==> config.mk <==
export PLATFORM = sky130hd
export DESIGN_NAME = cb
export DESIGN_NICKNAME = d
export VERILOG_FILES = /design/src/rtl/cb.sv
export SDC_FILE = /design/constraint.sdc
export NUM_CORES = 1
export LEC_CHECK = 0
export BUFFER_PORTS_ARGS = -buffer_cell sky130_fd_sc_hd__buf_2
export CAP_MARGIN = 20
export CORE_MARGIN = 2
export CORE_UTILIZATION = 50
export CTS_CLUSTER_SIZE = 30
export DETAILED_ROUTE_END_ITERATION = 8
export GPL_TIMING_DRIVEN = 0
export PLACE_DENSITY = 0.72
export RECOVER_POWER = 25
export SLEW_MARGIN = 20
export SYNTH_ARGS = -nofsm -noshare
export SYNTH_HDL_FRONTEND = slang
export SYNTH_SLANG_ARGS = --single-unit
==> constraint.sdc <==
create_clock -name CLK -period 4.5 [get_ports CLK]
set_input_delay 0.675 -clock CLK [delete_from_list [all_inputs] [get_ports CLK]]
set_output_delay 0.675 -clock CLK [all_outputs]
set_load 0.01 [all_outputs]
==> src/rtl/cb.sv <==
// ---------------------------------------------------------------------------
// cb : circular buffer (FIFO) with one write port and one read port.
//
// The producer can never be stalled: every enqueue is accepted. Enqueueing
// into a full buffer with no simultaneous dequeue drops everything queued so
// far and keeps only the new entry. The read side uses a valid/ready
// handshake. Outputs come only from registered state (no bypass), so an
// entry enqueued on edge N is first visible after edge N.
//
// Parameters
//   DATA_WIDTH       width of each stored entry
//   NUM_ENTRIES      depth, power of 2 and >= 2
//   LOG_NUM_ENTRIES  pointer width
//
// Ports
//   CLK        in   clock, rising edge
//   nRST       in   asynchronous active-low reset
//   enq_valid  in   enqueue request (always accepted)
//   enq_data   in   data to enqueue
//   deq_valid  out  buffer is non-empty
//   deq_data   out  entry at the head pointer (stale data when empty)
//   deq_ready  in   consumer takes the head entry this cycle
// ---------------------------------------------------------------------------
module cb #(
  parameter int DATA_WIDTH      = 32,
  parameter int NUM_ENTRIES     = 4,
  parameter int LOG_NUM_ENTRIES = $clog2(NUM_ENTRIES)
) (
  input  logic                  CLK,
  input  logic                  nRST,
  input  logic                  enq_valid,
  input  logic [DATA_WIDTH-1:0] enq_data,
  output logic                  deq_valid,
  output logic [DATA_WIDTH-1:0] deq_data,
  input  logic                  deq_ready
);

  logic [DATA_WIDTH-1:0]      mem [NUM_ENTRIES];
  logic [LOG_NUM_ENTRIES-1:0] head, tail;
  logic                       full;

  logic [LOG_NUM_ENTRIES-1:0] head_nxt, tail_nxt;
  logic [LOG_NUM_ENTRIES-1:0] head_inc, tail_inc;
  logic                       full_nxt;
  logic                       deq_fire;

  // Depth is a power of 2, so plain binary increment wraps modulo NUM_ENTRIES.
  assign head_inc = head + LOG_NUM_ENTRIES'(1);
  assign tail_inc = tail + LOG_NUM_ENTRIES'(1);

  // Outputs are pure functions of registered state.
  assign deq_valid = full | (head != tail);
  assign deq_data  = mem[head];
  assign deq_fire  = deq_valid & deq_ready;

  // NOTE: every signal written here gets a default first, so no path leaves it
  // unassigned and no latch is inferred.
  always_comb begin
    head_nxt = head;
    tail_nxt = tail;
    full_nxt = full;
    if (enq_valid && deq_fire) begin
      // Simultaneous enqueue and dequeue: occupancy unchanged, full kept.
      head_nxt = head_inc;
      tail_nxt = tail_inc;
    end else if (enq_valid) begin
      tail_nxt = tail_inc;
      if (full) begin
        // Overflow: tail == head, so the write lands on the head slot and the
        // buffer is left holding exactly the new entry.
        full_nxt = 1'b0;
      end else begin
        full_nxt = (tail_inc == head);
      end
    end else if (deq_fire) begin
      head_nxt = head_inc;
      full_nxt = 1'b0;
    end
  end

  // NOTE: sequential state uses non-blocking assignments so every register
  // samples pre-edge values regardless of statement order.
  always_ff @(posedge CLK or negedge nRST) begin
    if (!nRST) begin
      head <= '0;
      tail <= '0;
      full <= 1'b0;
    end else begin
      head <= head_nxt;
      tail <= tail_nxt;
      full <= full_nxt;
    end
  end

  // NOTE: the storage array is reset as well, because deq_data exposes the
  // head slot even when empty and must read 0 after reset.
  always_ff @(posedge CLK or negedge nRST) begin
    if (!nRST) begin
      for (int i = 0; i < NUM_ENTRIES; i++) mem[i] <= '0;
    end else if (enq_valid) begin
      mem[tail] <= enq_data;
    end
  end

endmodule

Yosys cells after proc, flatten, opt, wreduce, memory -nomap -nowiden
Index checks and enable logic that the tools add are counted.
{ "totals": {"regBits": 133, "latch_bits": 0, "ram_bits": 0, "mem_bits_ro": 0, "input_bits": 36, "output_inout_bits": 33, "word_cells": 41, "n_memories": 0} }
{ "op_classes": {"addsub": 2, "mul": 0, "div_mod_pow": 0, "n_lt_le_gt_ge": 3, "n_eq_ne": 3, "shift": 0, "n_mux": 14, "bitwise": 5, "n_reduce_logical": 7} }
{ "op_table": {"columns": ["operator", "n"], "rows": [
  ["$bwmux 128", 1],
  ["$mux 32", 3],
  ["$bmux 32 s2", 1],
  ["$demux 32 s2", 1],
  ["$mux 2", 5],
  ["$ge 3x3->1 const B", 2],
  ["$not 2->3", 2],
  ["$reduce_bool 2->1", 3],
  ["$add 2x1->2 const B", 2],
  ["$reduce_and 2->1", 2],
  ["$lt 3x1->1 const B", 1],
  ["$mux 1", 3],
  ["$eq 2x2->1", 1],
  ["$logic_and 1x1->1", 2],
  ["$ne 2x1->1 const B", 1],
  ["$ne 2x2->1", 1],
  ["$and 1x1->1", 1],
  ["$not 1->1", 1],
  ["$or 1x1->1", 1]
]} }

Logic depth before layout (Yosys ltp)
Gate-level depths: netlist of run 1.
{ "logic_depth": {"depth_word": 6, "mapped_depth": 8, "depth_no_buf": 7} }

Least setup slack after synthesis of run 1
No wires, ideal clock.
{ "synth_timing": {"kind": "reg-to-reg", "start": "register tail[0]", "end": "register head[1]", "setup_time_ns": 0.080, "arrival_ns": 1.870, "required_ns": 4.420, "slack_ns": 2.550, "path_stages_with_launch": 7, "n_path_buf": 0, "period_less_slack_ns": 1.950, "path_cell_list": "dfrtp_1 > xor2_1 > o31ai_1 > ha_1 > or4bb_1 > o41a_1 > o211ai_2"} }
{ "synth_between": {"elab_chain_len": 6, "elab_cells_between_ends": 8, "classes_between": "eq/ne: 2; mux: 1; bitwise: 2; reduce/logical: 3"} }
{ "synth_lines": {"columns": ["item", "line_no", "source"], "rows": [
  ["from (decl)", "39", "logic [LOG_NUM_ENTRIES-1:0] head, tail;"],
  ["from (signal assigned)", "90", "tail <= tail_nxt;"],
  ["$ne 2x2->1 (*)", "52", "assign deq_valid = full | (head != tail);"],
  ["$or 1x1->1 (*)", "52", null],
  ["$and 1x1->1 (*)", "54", "assign deq_fire = deq_valid & deq_ready;"],
  ["$logic_and 1x1->1", "62", "if (enq_valid && deq_fire) begin"],
  ["$ne 2x1->1 (no line) or $reduce_bool 2->1 (tied branches)", null, null],
  ["$reduce_and 2->1 (no line)", null, null],
  ["to (signal assigned)", "89", "head <= head_nxt;"],
  ["to (decl)", "39", null]
]} }
Mark *: on every way between the ends. The rest lies on a longest branch, timed or not.
A chain may end at the register's enable or synchronous reset.

==> impl_metrics.yaml, run 1 <==
route:
  ant_nets: 0
  drt-pass1-iter-count: 8
  vias_per_cell: 5.63
  postRouteWirelength_mm: 11.4
  dr_total_vias: 3376
  initialDrtViolationCount: 214
  wl_per_cell_microns: 19.0
  detail_route.drc_violations: 5
synth:
  synth.yosys.seq_area_share_pct: 56.0
  synthesized_cell_area_sq_um: 5950
  synth_area_in_simple_gates_pct: 2.00
  number_of_instances_in_the_synthesized_netlist: 358
  mappedNetlistNets: 400
  area_fraction_in_compound_gates_after_synthesis_pct: 1.09
  synth-main-ff-cell: "dfrtp_1"
  synth.lib_cells_used.distinct: 28
  synth.avg_cell_area_sq_um: 16.6
  synth_area_leaders: "dfrtp_1 (56%), mux2_2 (24%), mux4_2 (12%)"
  synth_fa_ha_area_share_pct: 1.26
  synth-async-reset-ratio_pct: 100
  synthTopCellsByCount: "dfrtp_1 (133), mux2_2 (129), mux4_2 (32), buf_2 (15), nand2_1 (7)"
  synth_largest_area_cell: "dfrtp_1"
  combinational_family_with_the_most_area_after_synthesis: "multiplexers"
  post_synth_xor_area_fraction_pct: 0.736
  synth_seq_cells: 133
  yosys-mux-area-fraction_pct: 36.5
  synthDominantCellAreaShare_pct: 56.0
  yosysMostFrequentCell: "dfrtp_1"
  synth_warnings: 0
  number_of_enable_flip_flop_cells_after_synthesis: 0
run_status:
  violations_in_the_final_reports: "design-rule violations, max-capacitance violations, max-slew violations"
  result_of_the_run: "finished with violations"
power:
  internal_power_w: 0.00409
  share_comb_of_total_power_pct: 40.6
  share_clk_of_total_power_pct: 23.3
  share_seq_of_total_power_pct: 36.1
  leakagePower_nw: 3.13
  p_switching_w: 0.00176
  power.ir.vdd_worst_uv: 361
  finalPower_w: 0.00585
  power.density_cell_area_nw_per_um2: 826
  power.switching_fraction_pct: 30.1
floorplan:
  dieHeight_microns: 113
  initial_core_utilization_pct: 51.6
  coreArea_sq_um: 11500
  design.portCount: 69
  die_width_microns: 113
  std_cell_rows: 39
  die-area_sq_um: 12800
critical_path:
  critical_path_cell_count: 1
  crit_end: "mem[109]$_DFFE_PN0P_"
  reg2reg_from: "tail[0]$_DFFE_PN0P_"
  critical_path.slowest_cell: "clkbuf_1"
  timing.critical_path.arrival_ps: 2640
  cp_top_family: "buffers and inverters"
  reg2reg_slack_ps: 2230
  startpoint: "nRST"
  critPathMaxStageDelay_ps: 1940
  rr_worst_depth: 6
  path_max_fanout: 51
  crit_buf_inv: 1
  critical_r2r_capture: "head[1]$_DFFE_PN0P_"
  cp-end-kind: "async pin"
  timing.critical_path.cells: "clkbuf_1"
  critPathRequiredTime_ps: 4410
  startpoint_type: "input pin"
  timing.setup.critical_path_class: "input pin to async pin"
run:
  max_cap_violations: 1
timing:
  period_minus_slack_ps: 2730
  max-slew-margin-rel_pct: -85.4
  max_slew.worst_pin.slew_ps: 2780
  maxClockFrequency_mhz: 367
  finalHoldViolations: 0
  report.final.setup_viol: 0
  totalNegativeSetupSlack_ps: 0
  drv_slew: 51
  grt_setup_unrepaired: "no"
  finalClockSkew_ps: 3.38
  crit_share_post_route_pct: 60.6
clocking:
  clock_latency_of_the_later_clocked_register_in_the_worst_skew_pair_ps: 410
  htree_levels: 4
  path_clk_slew_ps: 50
  total_clock_sinks: 133
  post-cts-setup-buffers: 0
  ctsResizeCount: 0
  number_of_buffers_on_the_longest_clock_path: 2
  tritoncts.num_buffers: 17
  clockRootBuffer: "clkbuf_16"
  cts_tree: "done"
  cts-hold-fix-buffers: 0
global_route:
  grt_max_degree: 84
  antenna_found_initial: 0
  globalRoute.totalOverflow: 0
  global_route_wire_length_before_repair_mm: 19.4
  grt.total_usage_pct: 20.0
  via_count_of_the_first_global_routing_pass: 3756
layout:
  layout_cells_sized_above_1_pct: 60.8
  num_antenna_cells: 0
  layout.core_utilization_pct: 61.5
  area_growth_pct: 19.1
  finalNonFillerCells: 600
  nNetsFinal: 488
placed_design:
  gp_congestion: 0.753
  post-place-cells: 570
  post-dp-hpwl_mm: 7.58
  placement.io_buffers: 68
worst_hold_path:
  hold_path_class: "register to register"
[placed cells by master (no fill, tap or decap), types with 2 or more instances in the layout]
| master | count |
|---|---|
| nor2_1 | 4 |
| clkbuf_16 | 17 |
| dfrtp_1 | 133 |
| mux4_2 | 32 |
| ha_1 | 6 |
| nand2_1 | 7 |
| buf_4 | 2 |
| inv_1 | 4 |
| buf_2 | 82 |
| xnor2_1 | 3 |
| xor2_1 | 2 |
| buf_6 | 3 |
| mux2_2 | 129 |
| nand3b_1 | 2 |
| clkbuf_8 | 6 |
| nor3b_1 | 2 |
| clkbuf_1 | 5 |
| bufinv_16 | 2 |
[metrics by stage]
step	hold WS (ps)	area, sq um	setup slack (ps)
CTS	161	7090	1840
floorplan	379	5950	2550
detailed placement	490	6500	2290
global route	512	7080	1220
finish	497	7080	1770
global placement	481	6470	1050
[worst min path at each step]
stage	slack, ps	cells past startpoint	start	to
global placement	480	1	mem[50]$_DFFE_PN0P_	mem[50]$_DFFE_PN0P_
floorplan	380	0	nRST	full$_DFFE_PN0P_
global route	510	1	mem[51]$_DFFE_PN0P_	mem[51]$_DFFE_PN0P_
finish	500	1	mem[26]$_DFFE_PN0P_	mem[26]$_DFFE_PN0P_
detailed placement	490	1	mem[34]$_DFFE_PN0P_	mem[34]$_DFFE_PN0P_
CTS	160	1	nRST	mem[35]$_DFFE_PN0P_
[power groups by stage]
stage / Combinational (W) / Clock, W / Sequential, W
after floorplan: 0.00179 / 0 / 0.00202
after global placement: 0.00235 / 0 / 0.00208
after detailed placement: 0.00241 / 0 / 0.00213
after CTS: 0.00243 / 0.00139 / 0.00211
after global routing: 0.00260 / 0.00144 / 0.00219
final: 0.00238 / 0.00136 / 0.00211
[layout make-up]
type                       instances  area (sq um)
fill                             893          4440
sequential                       133          3330
multi-input combinational        200          2480
clock buffer                      27           523
timing repair buffer              69           367
tap                              143           179
buffer                            21           128
clock inverter                     3          65.1
inverter                           4          15.0
[cell families after synthesis]
| logic type | after synthesis |
|---|---|
| muxes | 161 |
| DFF | 133 |
| buffers and inverters | 25 |
| and+or+nand+nor | 21 |
| AOI/OAI and AO/OA | 7 |
| adders and majority gates | 6 |
| xor gates and xnor gates | 5 |
[flip-flops by register name (all words and copies together), names as in the netlist]
name and cells:
tail 2, full 1, head 2, mem 128
[metal layers]
layer | wire, microns | track usage (%) | vias up | part of all wire [%]
met2 | 5610 | 31.7 | 69 | 49
met1 | 5100 | 26.4 | 1768 | 45
li1 | - | - | 1522 | -
met4 | 210 | 7.97 | 0 | 1.8
met3 | 460 | 5.62 | 17 | 4.0
met5 | 0 | 0 | - | 0
Note: power is estimated with default switching activity, not from simulation.
==> run 2, diff against run 1 <==
==> constraint.sdc (replaced) <==
create_clock -name CLK -period 2.9 [get_ports CLK]
set_input_delay 0.435 -clock CLK [delete_from_list [all_inputs] [get_ports CLK]]
set_output_delay 0.435 -clock CLK [all_outputs]
set_load 0.01 [all_outputs]
==> run 2 against run 1 <==
Net effect: the flow finishes with violations (design-rule violations); sequential cell count unchanged; final area increased by 0.16%; power increased by 55%; clock skew about the same; core utilization increased by 0.098 points; hold slack got worse by 210 ps; non-clock buffer count increased by 1; count of clock-buffer cells in the layout unchanged; global-route usage unchanged; wire length about the same; combinational power increased by 55%; critical path type is now register to primary output.
==> impl_metrics.yaml, run 2 (synthesized netlist as in run 1, its figures left out) <==
layout:
  final_design_area_no_fill_sq_um: 7090
  num_antenna_cells: 0
  final_cell_mix: "dfrtp_1 (133), mux2_2 (129), buf_2 (82), mux4_2 (32), clkbuf_16 (17)"
  layout_cells_sized_above_1_pct: 60.9
  area_growth_pct: 19.3
  largest_reg_flops: 128
  max_flop_register: "mem"
  layout.cells.most_common: "dfrtp_1"
  nNetsFinal: 489
  layout.core_utilization_pct: 61.6
  layout_top_registers: "mem x128, head x2, tail x2"
floorplan:
  die-area_sq_um: 12800
  dieHeight_microns: 113
  die_width_microns: 113
  design.portCount: 69
  initial_core_utilization_pct: 51.6
  coreArea_sq_um: 11500
  std_cell_rows: 39
route:
  dr_total_vias: 3374
  vias_per_cell: 5.61
  ant_nets: 0
  postRouteWirelength_mm: 11.4
  wl_per_cell_microns: 19.0
  initialDrtViolationCount: 176
  drt-pass1-iter-count: 8
  detail_route.drc_violations: 5
timing:
  report.final.setup_viol: 0
  crit_share_post_route_pct: 81.9
  drv_slew: 0
  max_slew.worst_pin.slew_ps: 1290
  grt_setup_unrepaired: "no"
  finalClockSkew_ps: 3.05
  finalHoldViolations: 0
  period_minus_slack_ps: 2370
  max-slew-margin-rel_pct: 13.9
  worst_hold_slack_ps: 291
  maxClockFrequency_mhz: 421
power:
  power.ir.vdd_worst_uv: 559
  power.density_cell_area_nw_per_um2: 1280
  leakagePower_nw: 3.13
critical_path:
  critPathMaxStageDelay_ps: 550
  cp-end-kind: "primary output"
  critPathRequiredTime_ps: 2470
  timing.critical_path.arrival_ps: 1940
  path_max_fanout: 10
  cp_top_family: "buffers and inverters"
  timing.setup.critical_path_class: "register to primary output"
  crit_path_frequent_cell: "buf_6"
  crit_buf_inv: 3
  startpoint_type: "register"
  critical_path.slowest_cell: "mux4_2"
  timing.critical_path.cells: "buf_6 -> buf_6 -> mux4_2 -> buf_2"
clocking:
  tritoncts.num_buffers: 17
  total_clock_sinks: 133
  clockRootBuffer: "clkbuf_16"
  number_of_buffers_on_the_longest_clock_path: 2
  post-cts-setup-buffers: 0
  clock_latency_of_the_later_clocked_register_in_the_worst_skew_pair_ps: 410
  path_clk_slew_ps: 50
  cts_tree: "done"
  htree_levels: 4
run:
  max_cap_violations: 0
global_route:
  grt_max_degree: 84
  global_route_wire_length_before_repair_mm: 19.4
  antenna_found_initial: 0
  grt.total_usage_pct: 20.0
  via_count_of_the_first_global_routing_pass: 3756
  globalRoute.totalOverflow: 0
worst_hold_path:
  hold_path_class: "input pin to register"
placed_design:
  placement.io_buffers: 68
  gp_congestion: 0.753
  post-dp-hpwl_mm: 7.58
  placedInstanceArea_sq_um: 6500
run_status:
  violations_in_the_final_reports: "design-rule violations"
  result_of_the_run: "finished with violations"
run 2: changes by cell type in the layout (fill, tap and decap cells not counted), sizes merged:
cell         delta
dlygate4sd3     +1
run 2: power breakdown:
group | switching, W | leakage (nW) | internal, W | total, W
clock network | 0.000723 | 0.290 | 0.00139 | 0.00211
logic | 0.00155 | 1.27 | 0.00214 | 0.00369
registers | 0.000458 | 1.57 | 0.00282 | 0.00327
run 2: worst paths after layout:
| kind | end | start | slack, ps | cells past startpoint |
|---|---|---|---|---|
| hold reg to reg | mem[26]$_DFFE_PN0P_ | mem[26]$_DFFE_PN0P_ | 500 | 1 |
| setup / recovery | deq_data[31] | head[0]$_DFFE_PN0P_ | 530 | 4 |
| setup reg to reg | head[1]$_DFFE_PN0P_ | tail[0]$_DFFE_PN0P_ | 630 | 6 |
| min in group asynchronous | mem[37]$_DFFE_PN0P_ | nRST | 840 | 2 |
| hold / removal | mem[121]$_DFFE_PN0P_ | enq_data[25] | 290 | 2 |
| max in group asynchronous | mem[97]$_DFFE_PN0P_ | nRST | 1030 | 3 |
run 2: worst reg2reg max path, stage by stage (launching register included):
cell      delay (ps)
dfrtp_1          450
xor2_1           470
o31ai_1          190
ha_1             280
or4bb_1          490
o41a_1           140
o211ai_2         160
run 2: final cells by class:
type | instances | area (sq um)
fillers | 892 | 4420
flip-flops and latches | 133 | 3330
multi-input cells | 200 | 2480
clock buffers | 27 | 523
repair buffers | 70 | 378
well taps | 143 | 179
plain buffers | 21 | 128
clock inverters | 3 | 65.1
inverters | 4 | 15.0
run 2: per-layer routing:
layer / global-route usage (%) / wire (microns)
met2: 31.7 / 5610
met4: 7.97 / 210
met1: 26.4 / 5120
met3: 5.62 / 453
met5: 0 / 0
run 2: repair_timing:
action,in CTS,in global routing
hold buffers,1,0
gates resized for setup,0,0
hold endpoints to repair,50,0
run 2: stage by stage:
stage | TNS, ps | power (W) | setup slack [ps] | std cells
6_report | 0 | 0.00908 | 526 | 601
5_1_grt | 0 | 0.00967 | 425 | 601
4_1_cts | 0 | 0.00920 | 480 | 601
3_5_place_dp | 0 | 0.00705 | 698 | 570
3_3_place_gp | -40120 | 0.00687 | -313 | 569
2_1_floorplan | 0 | 0.00592 | 950 | 358
